File: src/rtl/dsu_thread_debug_ctrl.sv
// dsu_thread_debug_ctrl
//   Per-thread debug controller of the core DSU. Holds the breakpoint
//   address/enable registers feeding the breakpoint comparator. Turns
//   comparator hits, host halt/resume/step commands and issue events into
//   per-thread stop requests for the scheduler. Each completed halt is
//   reported once to the host as a stop event with a cause code.
//
// Ports
//   clk, reset             core clock, asynchronous active-high reset
//   dsu_enable             global debug enable (low: all threads run, hits masked)
//   cfg_bp_*               breakpoint register write port (we/idx/addr/en)
//   host_cmd_*             host command strobe, 00 halt 01 resume 10 step 11 ignored
//   host_thread_id         command target thread
//   is_instruction_valid   scheduler issued an instruction this cycle
//   is_thread_id           thread of the issued instruction
//   bp_hit                 comparator hit for the issued instruction
//   dsu_breakpoint[_enable] breakpoint addresses / enables
//   dsu_thread_stop        scheduler must not issue from the thread
//   dsu_thread_halted      thread is halted
//   dsu_stop_event         one-cycle halt report, with thread id and cause
//                          (00 host halt, 01 breakpoint, 10 step done)
module dsu_thread_debug_ctrl #(
  parameter int unsigned THREAD_NUMB  = 8,
  parameter int unsigned BP_NUMB      = 8,
  parameter int unsigned ADDR_WIDTH   = 32,
  parameter int unsigned DRAIN_CYCLES = 4
) (
  input  logic                           clk,
  input  logic                           reset,
  input  logic                           dsu_enable,
  input  logic                           cfg_bp_we,
  input  logic [$clog2(BP_NUMB)-1:0]     cfg_bp_idx,
  input  logic [ADDR_WIDTH-1:0]          cfg_bp_addr,
  input  logic                           cfg_bp_en,
  input  logic                           host_cmd_valid,
  input  logic [1:0]                     host_cmd,
  input  logic [$clog2(THREAD_NUMB)-1:0] host_thread_id,
  input  logic                           is_instruction_valid,
  input  logic [$clog2(THREAD_NUMB)-1:0] is_thread_id,
  input  logic                           bp_hit,
  output logic [ADDR_WIDTH-1:0]          dsu_breakpoint [BP_NUMB],
  output logic [BP_NUMB-1:0]             dsu_breakpoint_enable,
  output logic [THREAD_NUMB-1:0]         dsu_thread_stop,
  output logic [THREAD_NUMB-1:0]         dsu_thread_halted,
  output logic                           dsu_stop_event,
  output logic [$clog2(THREAD_NUMB)-1:0] dsu_stop_thread_id,
  output logic [1:0]                     dsu_stop_cause
);

  localparam int unsigned TID_W = $clog2(THREAD_NUMB);
  localparam int unsigned CNT_W = (DRAIN_CYCLES > 1) ? $clog2(DRAIN_CYCLES) : 1;

  localparam logic [1:0] CAUSE_HOST = 2'b00;
  localparam logic [1:0] CAUSE_BP   = 2'b01;
  localparam logic [1:0] CAUSE_STEP = 2'b10;

  localparam logic [1:0] CMD_HALT   = 2'b00;
  localparam logic [1:0] CMD_RESUME = 2'b01;
  localparam logic [1:0] CMD_STEP   = 2'b10;

  typedef enum logic [1:0] {RUN, DRAIN, HALTED, STEP} state_t;

  state_t               state_q [THREAD_NUMB];
  state_t               state_d [THREAD_NUMB];
  logic [CNT_W-1:0]     cnt_q   [THREAD_NUMB];
  logic [CNT_W-1:0]     cnt_d   [THREAD_NUMB];
  logic [1:0]           cause_q [THREAD_NUMB];
  logic [1:0]           cause_d [THREAD_NUMB];
  logic [THREAD_NUMB-1:0] skip_q, skip_d, pend_q, pend_d;
  logic [THREAD_NUMB-1:0] leave, eligible, stop_d, halted_d;
  logic                   ev_d;
  logic [TID_W-1:0]       ev_id_d;
  logic [1:0]             ev_cause_d;

  // Breakpoint registers: writable at any time, unaffected by dsu_enable.
  always_ff @(posedge clk or posedge reset) begin
    if (reset) begin
      for (int unsigned i = 0; i < BP_NUMB; i++) dsu_breakpoint[i] <= '0;
      dsu_breakpoint_enable <= '0;
    end else if (cfg_bp_we) begin
      dsu_breakpoint[cfg_bp_idx]        <= cfg_bp_addr;
      dsu_breakpoint_enable[cfg_bp_idx] <= cfg_bp_en;
    end
  end

  always_comb begin
    skip_d     = skip_q;
    pend_d     = pend_q;
    leave      = '0;
    stop_d     = '0;
    halted_d   = '0;
    ev_d       = 1'b0;
    ev_id_d    = '0;
    ev_cause_d = '0;
    for (int unsigned t = 0; t < THREAD_NUMB; t++) begin
      logic issue, hit, cmd_halt, cmd_resume, cmd_step;
      state_d[t] = state_q[t];
      cnt_d[t]   = cnt_q[t];
      cause_d[t] = cause_q[t];
      issue      = is_instruction_valid && (is_thread_id == TID_W'(t));
      hit        = issue && bp_hit && !skip_q[t] && dsu_enable;
      cmd_halt   = host_cmd_valid && (host_thread_id == TID_W'(t)) && (host_cmd == CMD_HALT);
      cmd_resume = host_cmd_valid && (host_thread_id == TID_W'(t)) && (host_cmd == CMD_RESUME);
      cmd_step   = host_cmd_valid && (host_thread_id == TID_W'(t)) && (host_cmd == CMD_STEP);

      if (issue) skip_d[t] = 1'b0;

      unique case (state_q[t])
        RUN: begin
          if (hit || cmd_halt) begin
            state_d[t] = DRAIN;
            cnt_d[t]   = CNT_W'(DRAIN_CYCLES - 1);
            cause_d[t] = hit ? CAUSE_BP : CAUSE_HOST;
          end
        end
        DRAIN: begin
          if (cnt_q[t] == '0) begin
            state_d[t] = HALTED;
            pend_d[t]  = 1'b1;
          end else begin
            cnt_d[t] = cnt_q[t] - 1'b1;
          end
        end
        HALTED: begin
          if (cmd_resume || cmd_step) begin
            state_d[t] = cmd_step ? STEP : RUN;
            leave[t]   = 1'b1;
            pend_d[t]  = 1'b0;
            // Re-execute the trapping PC once without hitting the same breakpoint.
            if (cause_q[t] == CAUSE_BP) skip_d[t] = 1'b1;
          end
        end
        STEP: begin
          if (issue) begin
            state_d[t] = DRAIN;
            cnt_d[t]   = CNT_W'(DRAIN_CYCLES - 1);
            cause_d[t] = hit ? CAUSE_BP : CAUSE_STEP;
          end
        end
        default: state_d[t] = RUN;
      endcase

      if (!dsu_enable) begin
        state_d[t] = RUN;
        skip_d[t]  = 1'b0;
        pend_d[t]  = 1'b0;
      end

      stop_d[t]   = (state_d[t] == DRAIN) || (state_d[t] == HALTED);
      halted_d[t] = (state_d[t] == HALTED);
    end

    // Lowest-index pending thread reports; a thread leaving HALTED this
    // cycle is excluded so no event refers to a thread already running.
    eligible = pend_q & ~leave & {THREAD_NUMB{dsu_enable}};
    for (int unsigned t = 0; t < THREAD_NUMB; t++) begin
      if (eligible[t] && !ev_d) begin
        ev_d       = 1'b1;
        ev_id_d    = TID_W'(t);
        ev_cause_d = cause_q[t];
        pend_d[t]  = 1'b0;
      end
    end
  end

  always_ff @(posedge clk or posedge reset) begin
    if (reset) begin
      for (int unsigned t = 0; t < THREAD_NUMB; t++) begin
        state_q[t] <= RUN;
        cnt_q[t]   <= '0;
        cause_q[t] <= '0;
      end
      skip_q             <= '0;
      pend_q             <= '0;
      dsu_thread_stop    <= '0;
      dsu_thread_halted  <= '0;
      dsu_stop_event     <= 1'b0;
      dsu_stop_thread_id <= '0;
      dsu_stop_cause     <= '0;
    end else begin
      for (int unsigned t = 0; t < THREAD_NUMB; t++) begin
        state_q[t] <= state_d[t];
        cnt_q[t]   <= cnt_d[t];
        cause_q[t] <= cause_d[t];
      end
      skip_q            <= skip_d;
      pend_q            <= pend_d;
      dsu_thread_stop   <= stop_d;
      dsu_thread_halted <= halted_d;
      dsu_stop_event    <= ev_d;
      if (ev_d) begin
        dsu_stop_thread_id <= ev_id_d;
        dsu_stop_cause     <= ev_cause_d;
      end
    end
  end

endmodule

File: config.mk
export PLATFORM = sky130hd
export DESIGN_NAME = dsu_thread_debug_ctrl
export DESIGN_NICKNAME = d
export VERILOG_FILES = /design/src/rtl/dsu_thread_debug_ctrl.sv
export SDC_FILE = /design/constraint.sdc
export NUM_CORES = 1
export LEC_CHECK = 0
export BUFFER_PORTS_ARGS = -buffer_cell sky130_fd_sc_hd__buf_2
export CAP_MARGIN = 0
export CORE_UTILIZATION = 45
export CTS_CLUSTER_SIZE = 14
export DETAILED_ROUTE_END_ITERATION = 8
export HOLD_SLACK_MARGIN = 0.12
export PLACE_DENSITY = 0.69
export SETUP_SLACK_MARGIN = 0.4
export SLEW_MARGIN = 40
export SYNTH_ARGS = -nofsm -noshare
export SYNTH_HDL_FRONTEND = slang
export SYNTH_SLANG_ARGS = --single-unit
export TNS_END_PERCENT = 20
File: constraint.sdc
create_clock -name clk -period 24.3 [get_ports clk]
set_input_delay 4.86 -clock clk [delete_from_list [all_inputs] [get_ports clk]]
set_output_delay 4.86 -clock clk [all_outputs]
set_load 0.03 [all_outputs]
## Word-level counts from Yosys, hierarchy flattened

Index checks and enable logic that the tools add are counted.

- $add $sub $neg: 8
- $lt $le $gt $ge: 4
- Equal/unequal tests: 112
- Muxes and demuxes: 253
- Bitwise logic cells: 4
- Reductions and logical operators: 171

Operators by type and width:

| operator | number |
|---|---|
| bitwise mux 256 bit | 1 |
| two-way mux 2 bit | 104 |
| two-way mux 1 bit | 106 |
| demux 32 bit (select 3 bit) | 1 |
| logical AND 1 bit | 73 |
| inequality test 4 bit, second input constant | 16 |
| one-hot mux 2 bit (4 select lines) | 8 |
| == test 2 x 1 -> 1 bit, second input constant | 25 |
| == test 2 bit, second input constant | 25 |
| inequality test 2 bit, second input constant | 24 |
| one-hot mux 2 bit (3 select lines) | 8 |
| AND reduction 3 bit | 16 |
| logical NOT 2 bit | 17 |
| two-way mux 32 bit | 1 |
| inequality test 4 x 1 -> 1 bit, second input constant | 8 |
| one-hot mux 2 bit (2 select lines) | 8 |
| AND reduction 4 bit | 8 |
| == test 3 bit, second input constant | 8 |
| logical OR 1 bit | 24 |
| nonzero test 3 bit | 8 |
| two-way mux 3 bit | 6 |
| bitwise AND 8 bit | 2 |
| one-hot mux 1 bit (2 select lines) | 8 |
| nonzero test 2 bit | 8 |
| other kinds (13) | 39 |

- Bits in registers: 350
- Output and inout bits: 286
- Word-level logic and storage cells: 599

## Depth between registers and ports, before layout

- Word-level depth: 32
- Depth in mapped cells: 10

## Least setup slack after synthesis

OpenSTA, ideal clock, no wires.

- Path type: input port to flip-flop
- Start point: input host_thread_id[1]
- End point: register pend_q[6]
- Data arrival time: 6.575 ns
- Required time: 24.180 ns
- Setup slack: 17.605 ns
- Stages: 7
- Path buffers: 1
- Cells stage by stage: buf_6 or4b_4 o31ai_4 nand2_1 o31ai_4 a31oi_1 a31o_1

- Cells in the longest elaborated chain, start to end: 29
- Elaborated cells on any way between the ends: 75
- Those cells by class: eq/ne: 9; mux: 21; bitwise: 3; reduce/logical: 42

RTL lines:

| item | line | text |
|---|---|---|
| start: declaration | 37 | `input logic [$clog2(THREAD_NUMB)-1:0] host_thread_id,` |
| logical NOT 3 bit | 103, 104 |  |
| logical AND 1 bit | 103, 104 |  |
| logical AND 1 bit (on tied branches) | 103, 104 |  |
| logical OR 1 bit | 125 | `if (cmd_resume \|\| cmd_step) begin` |
| two-way mux 1 bit | 125 |  |
| two-way mux 1 bit | 108 | `unique case (state_q[t])` |
| inverter 8 bit | 155 | `eligible = pend_q & ~leave & {THREAD_NUMB{dsu_enable}};` |
| bitwise AND 8 bit (2 in a row) | 155 |  |
| (+12 left out) | -- |  |
| two-way mux 1 bit | 157 | `if (eligible[t] && !ev_d) begin` |
| logical NOT 1 bit | 157 |  |
| logical AND 1 bit | 157 |  |
| two-way mux 1 bit | 157 |  |
| logical NOT 1 bit | 157 |  |
| logical AND 1 bit | 157 |  |
| inequality test 4 x 1 -> 1 bit (no line) / inequality test 4 bit (equally long branches) | -- |  |
| AND reduction 3 bit (no line) | -- |  |
| end signal: assignment | 187 | `pend_q <= pend_d;` |
| end: declaration | 69 | `logic [THREAD_NUMB-1:0] skip_q, skip_d, pend_q, pend_d;` |

Several ways; a longest one is shown, not always the timed one.
A chain may end at the register's enable or synchronous reset.

## Worst setup path after layout

- Start point: input dsu_enable
- End point: register cause_q[4] (netlist bit)

- Cells in the longest elaborated chain, start to end: 4
- Elaborated cells on any way between the ends: 9
- Those cells by class: eq/ne: 1; mux: 5; reduce/logical: 3

RTL lines:

| item | line | text |
|---|---|---|
| start: declaration | 30 | `input logic dsu_enable,` |
| logical AND 1 bit (*) | 101 | `hit = issue && bp_hit && !skip_q[t] && dsu_enable;` |
| two-way mux 2 bit, or another cell as far along | 137 | `cause_d[t] = hit ? CAUSE_BP : CAUSE_STEP;` |
| two-way mux 2 bit, or another cell as far along | 134 | `if (issue) begin` |
| one-hot mux 2 bit (2 select lines) / AND reduction 3 bit (equally long branches) | -- |  |
| end signal: indexed assignment | 184 | `cause_q[t] <= cause_d[t];` |
| end: declaration | 67 | `logic [1:0] cause_q [THREAD_NUMB];` |

Mark *: on every way between the ends. The rest lies on a longest branch, timed or not. The select of a mux whose other input is x is not followed.

==> flow_summary.json <==
{
  "arrival_time_reported_for_the_critical_path_endpoint_ps": 7400,
  "postRouteWirelength_mm": 40.8,
  "synth_top_family_by_area": "multiplexers",
  "final_antenna_net_count": 0,
  "regToRegSetupSlack_ps": 21750,
  "worst_pin_slew_ps": 779,
  "drt_iter0_markers": 647,
  "clock_tree.htree_level_count": 2,
  "timing.fmax_mhz": 143,
  "maximum_fanout_count_along_the_critical_path": 31,
  "grt_pass1_vias": 10700,
  "synth_xor_xnor_area_share_pct": 0.230,
  "worst_hold_depth": 1,
  "synth_warnings": 0,
  "globalRouteOverflowTotal": 0,
  "synth-simple-area-share_pct": 6.91,
  "synth.cells.most_frequent": "dfrtp_1 (350), mux2_2 (267), inv_1 (71)",
  "worst-setup-path-type": "input port to flop",
  "placement_rows": 67,
  "r2r_start": "state_q[12]",
  "design_power_total_w": 0.00192,
  "cts_repair_resize_count": 0,
  "holdCritPathClass": "flop to flop",
  "drive_above_1_share_pct": 45.2,
  "holdCritStartpoint": "cnt_q[10]",
  "cts_max_path_buffers": 3,
  "worst_setup_path_start_kind": "input port",
  "power_frac_seq_pct": 39.6,
  "clock_share_of_power_pct": 31.4,
  "final_design_area_no_fill_mm2": 0.0188,
  "proportion_of_synthesized_area_in_mux_cells_pct": 20.1,
  "rsz0062_at_grt": "false",
  "r2r_end": "pend_q[6]",
  "postLayoutCoreUtil_pct": 56.3,
  "fin_crit_sh_pct": 28.7,
  "outcome": "finished, final reports clean",
  "post_synth_main_area_contributors": "dfrtp_1 (57%), mux2_2 (20%), ha_1 (3.6%), inv_1 (1.7%), a21oi_1 (1.5%)",
  "internal_power_w": 0.00125,
  "synth.distinct_cells": 78,
  "synthDominantAreaCellType": "dfrtp_1",
  "die-area_mm2": 0.0346,
  "cts.root.buffer_cell": "clkbuf_16",
  "post_synth_fa_ha_maj_area_fraction_pct": 3.61,
  "ir_worst_vdd_mv": 0.0614,
  "totalNegativeSetupSlack_ps": 0,
  "grt_max_degree": 163,
  "core_area_mm2": 0.0334,
  "synthesis.instances": 1175,
  "route.detailed.vias_per_inst": 5.51,
  "power_switching_w": 0.000672,
  "drv_cap": 0,
  "wire_per_inst_um": 20.4,
  "yosys.cell_count.top_type": "dfrtp_1",
  "clk_latency_ps": 540,
  "clock_slew_seen_by_the_registers_of_the_worst_setup_and_hold_paths_ps": 60,
  "fin_hold_ws_ps": 492,
  "synth_top_area_share_pct": 57.5,
  "cts_hold_buffers": 0,
  "reg2regPathDepth": 6,
  "synth.yosys.seq_area_share_pct": 57.5,
  "synth_enable_flop_cells": 0,
  "cts_sinks": 350,
  "cts_tree": "done",
  "worst_setup_path_end_kind": "flop",
  "skew_ps": 24.0,
  "postSynth.topFlopCell": "dfrtp_1",
  "drv_slew": 0,
  "synth_compound_gate_area_share_pct": 8.74,
  "p_leak_nw": 8.97,
  "first_pass_grt_wire_length_mm": 61.1,
  "gp_congestion": 0.876,
  "pwr-share-comb_pct": 29.0,
  "grt_antenna_before_repair": 3,
  "pin_count": 337,
  "synth-seq-cells": 350,
  "post-cts-setup-buffers": 0,
  "area_growth_syn_to_layout_pct": 23.6,
  "floorplan.die.width_um": 186,
  "required_ps": 24720,
  "power-per-cell-area_mw_per_mm2": 102,
  "via_count": 11000,
  "timing_hold_violations_final": 0,
  "syn-mean-instance-area_um2": 13.0,
  "layout.nets": 1619,
  "syn-cell-area_mm2": 0.0152,
  "power.switching_fraction_pct": 35.0,
  "groute.usage.overall_pct": 23.0,
  "place_hpwl_mm": 27.9,
  "floorplan.initialDensity_pct": 45.6,
  "drt_drc_violations_left": 0,
  "buffer_ports.inserted": 336,
  "dr.pass1.iters": 6,
  "chipHeight_um": 186,
  "final-setup-viol-count": 0,
  "holdPathEnd": "cnt_q[10]",
  "placed_area_mm2": 0.0175,
  "slew-limit-headroom_pct": 47.6,
  "total_clock_buffers_created_by_cts": 39,
  "synth_async_reset_ratio_pct": 100,
  "postSynthNetCount": 1270,
  "period_needed_ps": 6980
}
## worst max-delay path by stage
stage	startpoint	to	cells after the start
2_1_floorplan	reset	cause_q[0]	1
3_3_place_gp	reset	dsu_breakpoint[172]	4
3_5_place_dp	dsu_enable	cause_q[4]	7
4_1_cts	dsu_enable	cause_q[4]	7
5_1_grt	dsu_enable	cause_q[4]	7
6_report	dsu_enable	cause_q[4]	7
## layout by cell type (no fill, tap or decap), drive strengths merged, types with 6 or more instances in the layout
| master | count |
|---|---|
| nand4b | 8 |
| dfrtp | 350 |
| inv | 71 |
| o211ai | 8 |
| a21oi | 46 |
| nand2b | 7 |
| nor2b | 9 |
| a211oi | 7 |
| clkbuf | 59 |
| ha | 44 |
| mux2 | 267 |
| buf | 355 |
| nor2 | 49 |
| o31ai | 6 |
| a31oi | 12 |
| a21boi | 7 |
| or3 | 7 |
| nand3 | 23 |
| nor3 | 11 |
| a32o | 7 |
| nand2 | 42 |
| o21ai | 44 |
## sequential cells by signal (all words and copies together), names as in the netlist
register	cells
cause_q	16
dsu_stop_thread_id	3
cnt_q	16
dsu_breakpoint_enable	8
pend_q	8
dsu_stop_cause	2
dsu_breakpoint	256
dsu_thread_halted	8
state_q	16
skip_q	8
dsu_thread_stop	8
dsu_stop_event	1
## stage by stage
stage / worst slack (ps) / cells
floorplan: 9730 / 1175
global placement: 16880 / 1928
detailed placement: 16810 / 1930
CTS: 17370 / 1998
global route: 17120 / 2000
finish: 17320 / 2000
## final cells by class
type | instances | area [um^2]
tap | 448 | 561
timing repair buffer | 355 | 1860
sequential | 350 | 8760
fill | 2795 | 14600
clock inverter | 9 | 141
multi-input combinational | 707 | 6060
antenna | 1 | 2.50
clock buffer | 59 | 1180
inverter | 71 | 279
## worst max-delay path, cell delays in order
cell      delay (ps)
buf_2            500
nand2_1          490
nor3_1           430
a2111o_1         190
a21boi_1         310
nor3b_1          250
mux2_2           360
## power by group through the flow
stage	Combinational [W]	Sequential (W)	Clock [W]
final	0.000557	0.000760	0.000604
after detailed placement	0.000557	0.000769	0
after floorplan	0.000168	0.000973	0
after global routing	0.000595	0.000775	0.000637
after CTS	0.000559	0.000759	0.000616
after global placement	0.000548	0.000763	0
## cell families after synthesis
| logic type | after synthesis |
|---|---|
| AOI/OAI and AO/OA | 193 |
| and+or+nand+nor | 194 |
| buffers and inverters | 118 |
| adders and majority gates | 44 |
| muxes | 272 |
| DFF | 350 |
| xor gates and xnor gates | 4 |
## per-layer routing
layer | track usage, % | vias to the layer above | part of all wire, %
met5 | 0 | - | 0.061
met4 | 9.25 | 4 | 3.4
met3 | 5.60 | 94 | 7.4
met2 | 37.9 | 429 | 48
met1 | 28.9 | 5553 | 41
li1 | - | 4943 | -
Note: power is estimated with default switching activity, not from simulation.
